File: src/rtl/rpn_evaluator.sv
// Postfix (RPN) expression evaluator fed token-by-token from an upstream queue.
// Optional signed iterative divider is built when RPN_EVAL_DIV_EN is defined.
module rpn_evaluator #(
  parameter int DATA_W      = 16,
  parameter int STACK_DEPTH = 8
) (
  input  logic              clk,
  input  logic              rst_n,
  input  logic              start,
  input  logic [3:0]        q_token,
  output logic              q_rd_en,
  output logic              busy,
  output logic              done,
  output logic [DATA_W-1:0] result,
  output logic [1:0]        error
);

  localparam int PW = $clog2(STACK_DEPTH);
  localparam int CW = PW + 1;

  localparam logic [CW-1:0] FULL = CW'(STACK_DEPTH);
  localparam logic [CW-1:0] ONE  = CW'(1);
  localparam logic [CW-1:0] TWO  = CW'(2);

  typedef enum logic [2:0] {
    S_IDLE,
    S_FETCH,
    S_EXEC,
    S_DIV,
    S_DONE,
    S_ERR
  } state_t;

  state_t            state_q, state_d;
  logic [3:0]        tok_q;
  logic [CW-1:0]     cnt_q, cnt_d;
  logic [DATA_W-1:0] res_q, res_d;
  logic [1:0]        err_q, err_d;
  logic [DATA_W-1:0] stk_q [STACK_DEPTH];

  logic              push_en;
  logic [PW-1:0]     push_idx;
  logic [DATA_W-1:0] push_val;

  logic [PW-1:0]     idx_b;
  logic [PW-1:0]     idx_a;
  logic [DATA_W-1:0] top_b;
  logic [DATA_W-1:0] nxt_a;
  logic [DATA_W-1:0] alu;

  logic is_dig;
  logic is_arith;
  logic is_div;
  logic is_eq;
  logic is_clr;

  // Operand b is the top entry, a the one beneath it.
  assign idx_b = PW'(cnt_q - ONE);
  assign idx_a = PW'(cnt_q - TWO);
  assign top_b = stk_q[idx_b];
  assign nxt_a = stk_q[idx_a];

  assign is_dig   = (tok_q <= 4'd9);
  assign is_arith = (tok_q == 4'hA) || (tok_q == 4'hB) || (tok_q == 4'hC);
  assign is_div   = (tok_q == 4'hD);
  assign is_eq    = (tok_q == 4'hE);
  assign is_clr   = (tok_q == 4'hF);

  // Wrapping add / sub / low half of multiply.
  always_comb begin
    alu = '0;
    unique case (1'b1)
      (tok_q == 4'hA): alu = nxt_a + top_b;
      (tok_q == 4'hB): alu = nxt_a - top_b;
      (tok_q == 4'hC): alu = nxt_a * top_b;
      default:         alu = '0;
    endcase
  end

`ifdef RPN_EVAL_DIV_EN
  localparam int YW = $clog2(DATA_W + 1);

  logic              div_load;
  logic [DATA_W-1:0] dv_rem_q;
  logic [DATA_W-1:0] dv_quo_q;
  logic [DATA_W-1:0] dv_dvs_q;
  logic              dv_neg_q;
  logic [YW-1:0]     dv_cyc_q;

  logic [DATA_W-1:0] abs_a;
  logic [DATA_W-1:0] abs_b;
  logic [DATA_W:0]   dv_shl;
  logic [DATA_W:0]   dv_sub;
  logic              dv_ge;
  logic [DATA_W-1:0] dv_rem_nx;
  logic [DATA_W-1:0] dv_quo_nx;
  logic [DATA_W-1:0] dv_quot;
  logic              dv_last;

  // Restoring division on magnitudes; sign fixed up on the last step.
  assign abs_a     = nxt_a[DATA_W-1] ? -nxt_a : nxt_a;
  assign abs_b     = top_b[DATA_W-1] ? -top_b : top_b;
  assign dv_shl    = {dv_rem_q, dv_quo_q[DATA_W-1]};
  assign dv_sub    = dv_shl - {1'b0, dv_dvs_q};
  assign dv_ge     = (dv_shl >= {1'b0, dv_dvs_q});
  assign dv_rem_nx = dv_ge ? dv_sub[DATA_W-1:0] : dv_shl[DATA_W-1:0];
  assign dv_quo_nx = {dv_quo_q[DATA_W-2:0], dv_ge};
  assign dv_quot   = dv_neg_q ? -dv_quo_nx : dv_quo_nx;
  assign dv_last   = (dv_cyc_q == YW'(DATA_W - 1));

  // Divider datapath: load on D, one quotient bit per DIV cycle.
  always_ff @(posedge clk or negedge rst_n) begin
    if (!rst_n) begin
      dv_rem_q <= '0;
      dv_quo_q <= '0;
      dv_dvs_q <= '0;
      dv_neg_q <= 1'b0;
      dv_cyc_q <= '0;
    end else if (div_load) begin
      dv_rem_q <= '0;
      dv_quo_q <= abs_a;
      dv_dvs_q <= abs_b;
      dv_neg_q <= nxt_a[DATA_W-1] ^ top_b[DATA_W-1];
      dv_cyc_q <= '0;
    end else if (state_q == S_DIV) begin
      dv_rem_q <= dv_rem_nx;
      dv_quo_q <= dv_quo_nx;
      dv_cyc_q <= dv_cyc_q + YW'(1);
    end
  end
`endif

  // Next-state, stack update and error/result decisions.
  always_comb begin
    state_d  = state_q;
    cnt_d    = cnt_q;
    res_d    = res_q;
    err_d    = err_q;
    push_en  = 1'b0;
    push_idx = cnt_q[PW-1:0];
    push_val = '0;
`ifdef RPN_EVAL_DIV_EN
    div_load = 1'b0;
`endif
    unique case (state_q)
      S_IDLE: begin
        if (start) begin
          err_d   = 2'd0;
          cnt_d   = '0;
          state_d = S_FETCH;
        end
      end
      S_FETCH: begin
        state_d = S_EXEC;
      end
      S_EXEC: begin
        unique case (1'b1)
          is_dig: begin
            if (cnt_q == FULL) begin
              err_d   = 2'd2;
              state_d = S_ERR;
            end else begin
              push_en  = 1'b1;
              push_val = DATA_W'(tok_q);
              cnt_d    = cnt_q + ONE;
              state_d  = S_FETCH;
            end
          end
          is_arith: begin
            if (cnt_q < TWO) begin
              err_d   = 2'd1;
              state_d = S_ERR;
            end else begin
              push_en  = 1'b1;
              push_idx = idx_a;
              push_val = alu;
              cnt_d    = cnt_q - ONE;
              state_d  = S_FETCH;
            end
          end
          is_div: begin
            if (cnt_q < TWO) begin
              err_d   = 2'd1;
              state_d = S_ERR;
`ifdef RPN_EVAL_DIV_EN
            end else if (top_b == '0) begin
              err_d   = 2'd3;
              state_d = S_ERR;
            end else begin
              div_load = 1'b1;
              cnt_d    = cnt_q - TWO;
              state_d  = S_DIV;
            end
`else
            end else begin
              err_d   = 2'd3;
              state_d = S_ERR;
            end
`endif
          end
          is_eq: begin
            if (cnt_q == ONE) begin
              res_d   = top_b;
              state_d = S_DONE;
            end else begin
              err_d   = 2'd1;
              state_d = S_ERR;
            end
          end
          is_clr: begin
            cnt_d   = '0;
            state_d = S_IDLE;
          end
          default: begin
            state_d = S_IDLE;
          end
        endcase
      end
`ifdef RPN_EVAL_DIV_EN
      S_DIV: begin
        if (dv_last) begin
          push_en  = 1'b1;
          push_val = dv_quot;
          cnt_d    = cnt_q + ONE;
          state_d  = S_FETCH;
        end
      end
`endif
      S_DONE: begin
        state_d = S_IDLE;
      end
      S_ERR: begin
        state_d = S_IDLE;
      end
      default: begin
        state_d = S_IDLE;
      end
    endcase
  end

  // Control state, stack count, result and error registers.
  always_ff @(posedge clk or negedge rst_n) begin
    if (!rst_n) begin
      state_q <= S_IDLE;
      cnt_q   <= '0;
      res_q   <= '0;
      err_q   <= 2'd0;
    end else begin
      state_q <= state_d;
      cnt_q   <= cnt_d;
      res_q   <= res_d;
      err_q   <= err_d;
    end
  end

  // Token is captured in the same cycle it is popped from the queue.
  always_ff @(posedge clk or negedge rst_n) begin
    if (!rst_n) begin
      tok_q <= 4'd0;
    end else if (state_q == S_FETCH) begin
      tok_q <= q_token;
    end
  end

  // Operand stack storage; the count register decides what is live.
  always_ff @(posedge clk or negedge rst_n) begin
    if (!rst_n) begin
      for (int i = 0; i < STACK_DEPTH; i++) begin
        stk_q[i] <= '0;
      end
    end else if (push_en) begin
      stk_q[push_idx] <= push_val;
    end
  end

  assign q_rd_en = (state_q == S_FETCH);
  assign busy    = (state_q == S_FETCH) || (state_q == S_EXEC) ||
                   (state_q == S_DIV);
  assign done    = (state_q == S_DONE);
  assign result  = res_q;
  assign error   = err_q;

endmodule

File: config.mk
export PLATFORM = sky130hd
export DESIGN_NAME = rpn_evaluator
export DESIGN_NICKNAME = d
export VERILOG_FILES = /design/src/rtl/rpn_evaluator.sv
export SDC_FILE = /design/constraint.sdc
export NUM_CORES = 1
export LEC_CHECK = 0
export CAP_MARGIN = 0
export CORE_ASPECT_RATIO = 0.5
export CORE_UTILIZATION = 46
export DETAILED_ROUTE_END_ITERATION = 8
export GPL_ROUTABILITY_DRIVEN = 0
export PLACE_DENSITY = 0.66
export SYNTH_ARGS = -nofsm -noshare
export SYNTH_HDL_FRONTEND = slang
export SYNTH_SLANG_ARGS = --single-unit
File: constraint.sdc
create_clock -name clk -period 10.25 [get_ports clk]
set_input_delay 3.075 -clock clk [delete_from_list [all_inputs] [get_ports clk]]
set_output_delay 3.075 -clock clk [all_outputs]
set_load 0.1 [all_outputs]
# After elaboration in Yosys (flattened, before gate mapping)
# Index checks and enable logic that the tools add are counted.
[op_classes]
addsub = 5
n_mul = 1
n_lt_le_gt_ge = 6
eq_ne = 20
n_mux = 39
bitwise = 3
n_reduce_logical = 10
[op_table]
columns = ["op", "count"]
rows = [
  ["128-bit bitwise mux", 1],
  ["16-bit 2-to-1 mux", 7],
  ["16-bit binary-select mux with 3-bit select", 2],
  ["16-bit demux with 3-bit select", 1],
  ["16-bit case mux with 3 select lines", 1],
  ["16-bit case mux with 2 select lines", 1],
  ["4-bit == test (second input constant)", 7],
  ["3-bit 2-to-1 mux", 6],
  ["16-bit adder", 1],
  ["16-bit by 16-bit multiplier with 16-bit output", 1],
  ["4-bit 2-to-1 mux", 4],
  ["16-bit subtractor", 1],
  ["3-bit inequality test (second input constant)", 5],
  ["4-bit greater-or-equal comparator (second input constant)", 3],
  ["3-bit NOT with 4-bit output", 3],
  ["3-bit case mux with 4 select lines", 1],
  ["4-bit case mux with 3 select lines", 1],
  ["2-bit 2-to-1 mux", 5],
  ["3-bit case mux with 3 select lines", 1],
  ["2-bit case mux with 4 select lines", 1],
  ["4-bit case mux with 2 select lines", 1],
  ["3-bit by 2-bit == test with 1-bit output (second input constant)", 2],
  ["6-bit AND reduction", 1],
  ["5-bit inequality test (second input constant)", 1],
  ["20 further kinds", 26],
]
[word_totals]
ff_bits = 157
in_bits = 7
out_inout_bits = 21
elab_cells = 97

# Logic depth before layout (Yosys ltp)
[logic_depth]
depth_word = 11
depth_mapped = 34
mapped_depth_nobuf = 26

# Worst setup path after synthesis
# Ideal clock, no wire load.
[synth_path]
path_kind = "register -> register"
start = "register cnt_q[1]"
end = "register stk_q[15] in the netlist's numbering"
setup_time_ps = 139
arrival_time_ps = 7952
path_slack_ps = 2160
path_stages_with_launch = 33
synth_period_minus_slack_ps = 8090
path_cell_list = "dfrtp_1 > buf_4 > buf_6 > buf_4 > buf_2 > inv_1 > ha_1 > buf_6 > buf_2 > mux4_2 > mux2i_1 > clkbuf_1 > inv_1 > and2_1 > fa_1 > inv_1 > fa_1 > inv_1 > fa_1 > fa_1 > inv_1 > fa_1 > fa_1 > xnor2_1 > xnor2_1 > xnor2_1 > xnor2_1 > xnor2_1 > xnor2_1 > xnor2_1 > xor2_1 > a22oi_4 > o31ai_2"
[synth_between]
elab_chain_len = 11
word_cells_on_any_way = 33
[synth_lines]
columns = ["element", "line_no", "text"]
rows = [
  ["start: declaration", "36", "logic [CW-1:0] cnt_q, cnt_d;"],
  ["start signal: assignment", "250", "cnt_q <= cnt_d;"],
  ["4-bit by 1-bit subtractor with 4-bit output / 3-bit by 2-bit subtractor with 3-bit output (equally long branches)", "n/a", ""],
  ["3-bit NOT with 4-bit output, on equally long branches", "60, 61", ""],
  ["16-bit binary-select mux with 3-bit select, on equally long branches", "60, 61", ""],
  ["16-bit 2-to-1 mux, on equally long branches (2 in series)", "60, 61", ""],
  ["16-bit by 16-bit multiplier with 16-bit output (tied with other cells)", "75", "(tok_q == 4'hC): alu = nxt_a * top_b;"],
  ["16-bit case mux with 3 select lines", "72", "unique case (1'b1)"],
  ["16-bit 2-to-1 mux", "170", "if (cnt_q < TWO) begin"],
  ["16-bit case mux with 2 select lines", "157", "unique case (1'b1)"],
  ["16-bit 2-to-1 mux", "145", "unique case (state_q)"],
  ["128-bit bitwise mux", "272", "stk_q[push_idx] <= push_val;"],
  ["end signal: indexed assignment", "272", ""],
  ["end: declaration", "39", "logic [DATA_W-1:0] stk_q [STACK_DEPTH];"],
]
# Several ways; a longest one is shown, not always the timed one. The select of a mux whose other input is x is not followed.
# A chain may end at the register's enable or synchronous reset.

# Worst setup path in the final report
[layout_path]
start = "register cnt_q[0]"
end = "register stk_q[15] in the netlist's numbering"
# Same word-level chain as after synthesis.

==> flow_summary.yaml <==
detailed_routing:
  drtPass1Iterations: 5
  drc_errors: 0
  wirelength_mm: 37.2
  vias: 10100
  wl_met1_mm: 15.4
  dr_wl_met3_mm: 4.07
  drtAntennaViolNets: 0
  wl_per_cell_um: 21.6
  top_layer: "met4"
  drtIter0Drc: 893
  vias_per_cell: 5.86
  met2_length_mm: 17.0
final_layout:
  num-nets-final: 1492
  area_growth_pct: 8.89
  antennaDiodeCount: 0
  drive_gt1_share_pct: 14.8
logic_synthesis:
  ys_types: 64
  ys_warn_count: 0
  avgSynthCellArea_um2: 9.96
  yosysMostFrequentCell: "nand2_1"
  synth.top_cells.by_count: "190 x nand2_1, 157 x dfrtp_1, 143 x inv_1, 121 x nor2_1, 95 x o21ai_0"
  synth_top_area_share_pct: 29.7
  synth_area_leader_cell: "dfrtp_1"
  synth_area_leaders: "dfrtp_1 30%, fa_1 12%, mux4_2 9.9%, ha_1 6.8%, nand2_1 5.4%"
  postSynth.asyncResetShare_pct: 100
  mappedNetlistNets: 1487
  synth_edf_count: 0
  netlist_instances: 1327
  ys_seq_elements: 157
  ys_seq_area_share_pct: 29.7
  netlist_area_um2: 13200
  synthFlopType: "dfrtp_1"
timing:
  max_clock_freq_mhz: 115
  worst_slew_pin_slew_ns: 1.07
  finalSetupViolations: 0
  min_period_ns: 8.70
  hold_viol: 0
  finalMaxSlewViolations: 0
  skew_ns: 0.0102
  tns_ns: 0
  fin_crit_sh_pct: 84.9
  rsz0062_at_grt: "false"
  fin_hold_ws_ns: 0.503
  slew_headroom_pct: 26.9
pwr:
  p_sw_mw: 1.50
  switching_share_pct: 47.4
  p_int_mw: 1.66
  ir_worst_vdd_uv: 140
  power_frac_seq_pct: 24.5
  power_frac_clock_pct: 19.2
  p_per_area_nw_per_um2: 220
  p_comb_share_pct: 56.3
  p_leak_nw: 6.44
clocking:
  cts_buffers: 17
  clockBufferDepth: 2
  path_clk_slew_ns: 0.07
  cts_tree: "done"
  post_cts_buffers: 0
  cts_resized: 0
  cts-root-buf: "clkbuf_16"
  clock-sinks: 157
  cts_max_level: 4
  clock_latency_ns: 0.43
  postCtsHoldBufs: 0
setup_path:
  crit_path_end_kind: "register"
  crit_type: "register to register"
  critPathMaxFanout: 36
  cp-start-kind: "register"
  worstPathArrival_ns: 9.03
  critPathRequiredTime_ns: 10.58
placement:
  dp_hpwl_mm: 26.9
  io_buffer_count: 27
global_route:
  antenna_found_initial: 0
  grt_max_degree: 97
  track_usage_pct: 26.6
  grt_pass1_wl_mm: 59.6
  grt_pass1_vias: 10600
  overflow: 0
floorplanning:
  fp.coreArea_um2: 28000
  die-area_um2: 29500
  io_pins: 28
  num_rows: 43
  start_util_pct: 47.3
  die_y_um: 122
  die_w_um: 242
flow_run:
  max-cap-violations: 0
status:
  outcome: "finished, final reports clean"
min_path:
  hp-class: "register to register"
==> layout make-up <==
class	instances	area, um^2
fill	2528	13600
clock buffer	18	429
timing repair buffer	53	467
inverter	144	541
tap	382	478
sequential	157	3930
clock inverter	13	128
multi-input combinational	959	8420
==> routing by layer <==
layer / vias up / GRT usage (%)
met5: - / 0
met4: 0 / 8.07
met3: 70 / 8.50
met2: 459 / 42.7
met1: 5074 / 34.7
li1: 4507 / -
==> placed cells by master (no fill, tap or decap), types with 8 or more instances in the layout <==
| cell | n |
|---|---|
| nand2_1 | 190 |
| dfrtp_1 | 155 |
| inv_1 | 143 |
| nor2_1 | 121 |
| o21ai_0 | 95 |
| fa_1 | 81 |
| ha_1 | 71 |
| mux4_2 | 58 |
| xnor2_1 | 52 |
| mux2_2 | 42 |
| a21oi_1 | 35 |
| o31ai_1 | 29 |
| clkdlybuf4s50_1 | 26 |
| buf_4 | 26 |
| clkbuf_16 | 17 |
| mux2i_1 | 14 |
| xor2_1 | 13 |
| or2_2 | 12 |
| mux2i_2 | 10 |
| nand3_1 | 10 |
| nor3_1 | 9 |
| and2_1 | 8 |
| o21a_1 | 8 |
==> critical path: stages (launching register included) <==
cell and delay [ns]:
dfrtp_4 0.78, inv_1 0.15, ha_2 0.80, buf_4 0.39
mux4_2 0.59, mux2i_1 0.18, buf_4 0.26, nor2_1 0.09
fa_1 0.58, inv_1 0.05, fa_1 0.46, fa_1 0.52
fa_1 0.55, inv_1 0.05, fa_1 0.49, inv_1 0.07
fa_1 0.54, inv_1 0.05, ha_1 0.35, nand3_1 0.10
nand2_1 0.06, a41o_1 0.22, o41ai_1 0.39, xor2_1 0.36
a22oi_4 0.20, o31ai_2 0.26
==> sequential cells by signal, indices dropped and copies added (netlist names) <==
register  flops
error         2
result       16
tok_q         4
cnt_q         4
stk_q       128
state_q       3
==> per-stage QoR <==
stage	worst slack [ns]	cells	utilization [%]	power [mW]	cell area, um^2
4_1_cts	1.60	1726	51.5	3.15	14400
6_report	1.55	1726	51.5	3.16	14400
3_3_place_gp	1.84	1695	49.5	2.52	13800
2_1_floorplan	2.16	1327	-	2.18	13200
5_1_grt	1.16	1726	51.5	3.33	14400
3_5_place_dp	1.64	1695	49.5	2.54	13800
==> power groups by stage <==
stage / Clock [mW] / Sequential, mW / Combinational (mW)
final: 0.607 / 0.774 / 1.78
after global routing: 0.642 / 0.788 / 1.90
after CTS: 0.617 / 0.774 / 1.76
after detailed placement: 0 / 0.785 / 1.75
after global placement: 0 / 0.782 / 1.74
after floorplan: 0 / 0.930 / 1.25
==> cell families (layout without fill, tap and decap cells) <==
logic type | after synthesis | in the layout | synth area share, %
muxes | 134 | 134 | 17.4
adders and majority gates | 153 | 153 | 19.1
DFF | 157 | 157 | 29.7
AOI/OAI and AO/OA | 225 | 225 | 10.7
and+or+nand+nor | 381 | 381 | 12.0
xor gates and xnor gates | 66 | 66 | 4.43
buffers and inverters | 211 | 228 | 6.74
==> path summary, 6_finish.rpt <==
kind                       depth (start not counted)       start         end  slack [ns]
max                                               25    cnt_q[0]   stk_q[15]        1.55
min                                                1  state_q[2]  state_q[1]        0.50
max reg2reg                                       25    cnt_q[0]   stk_q[15]        1.55
min reg2reg                                        1  state_q[2]  state_q[1]        0.50
max in group asynchronous                          2       rst_n  result[10]        6.12
min in group asynchronous                          1       rst_n   stk_q[39]        2.75
Note: power is estimated with default switching activity, not from simulation.
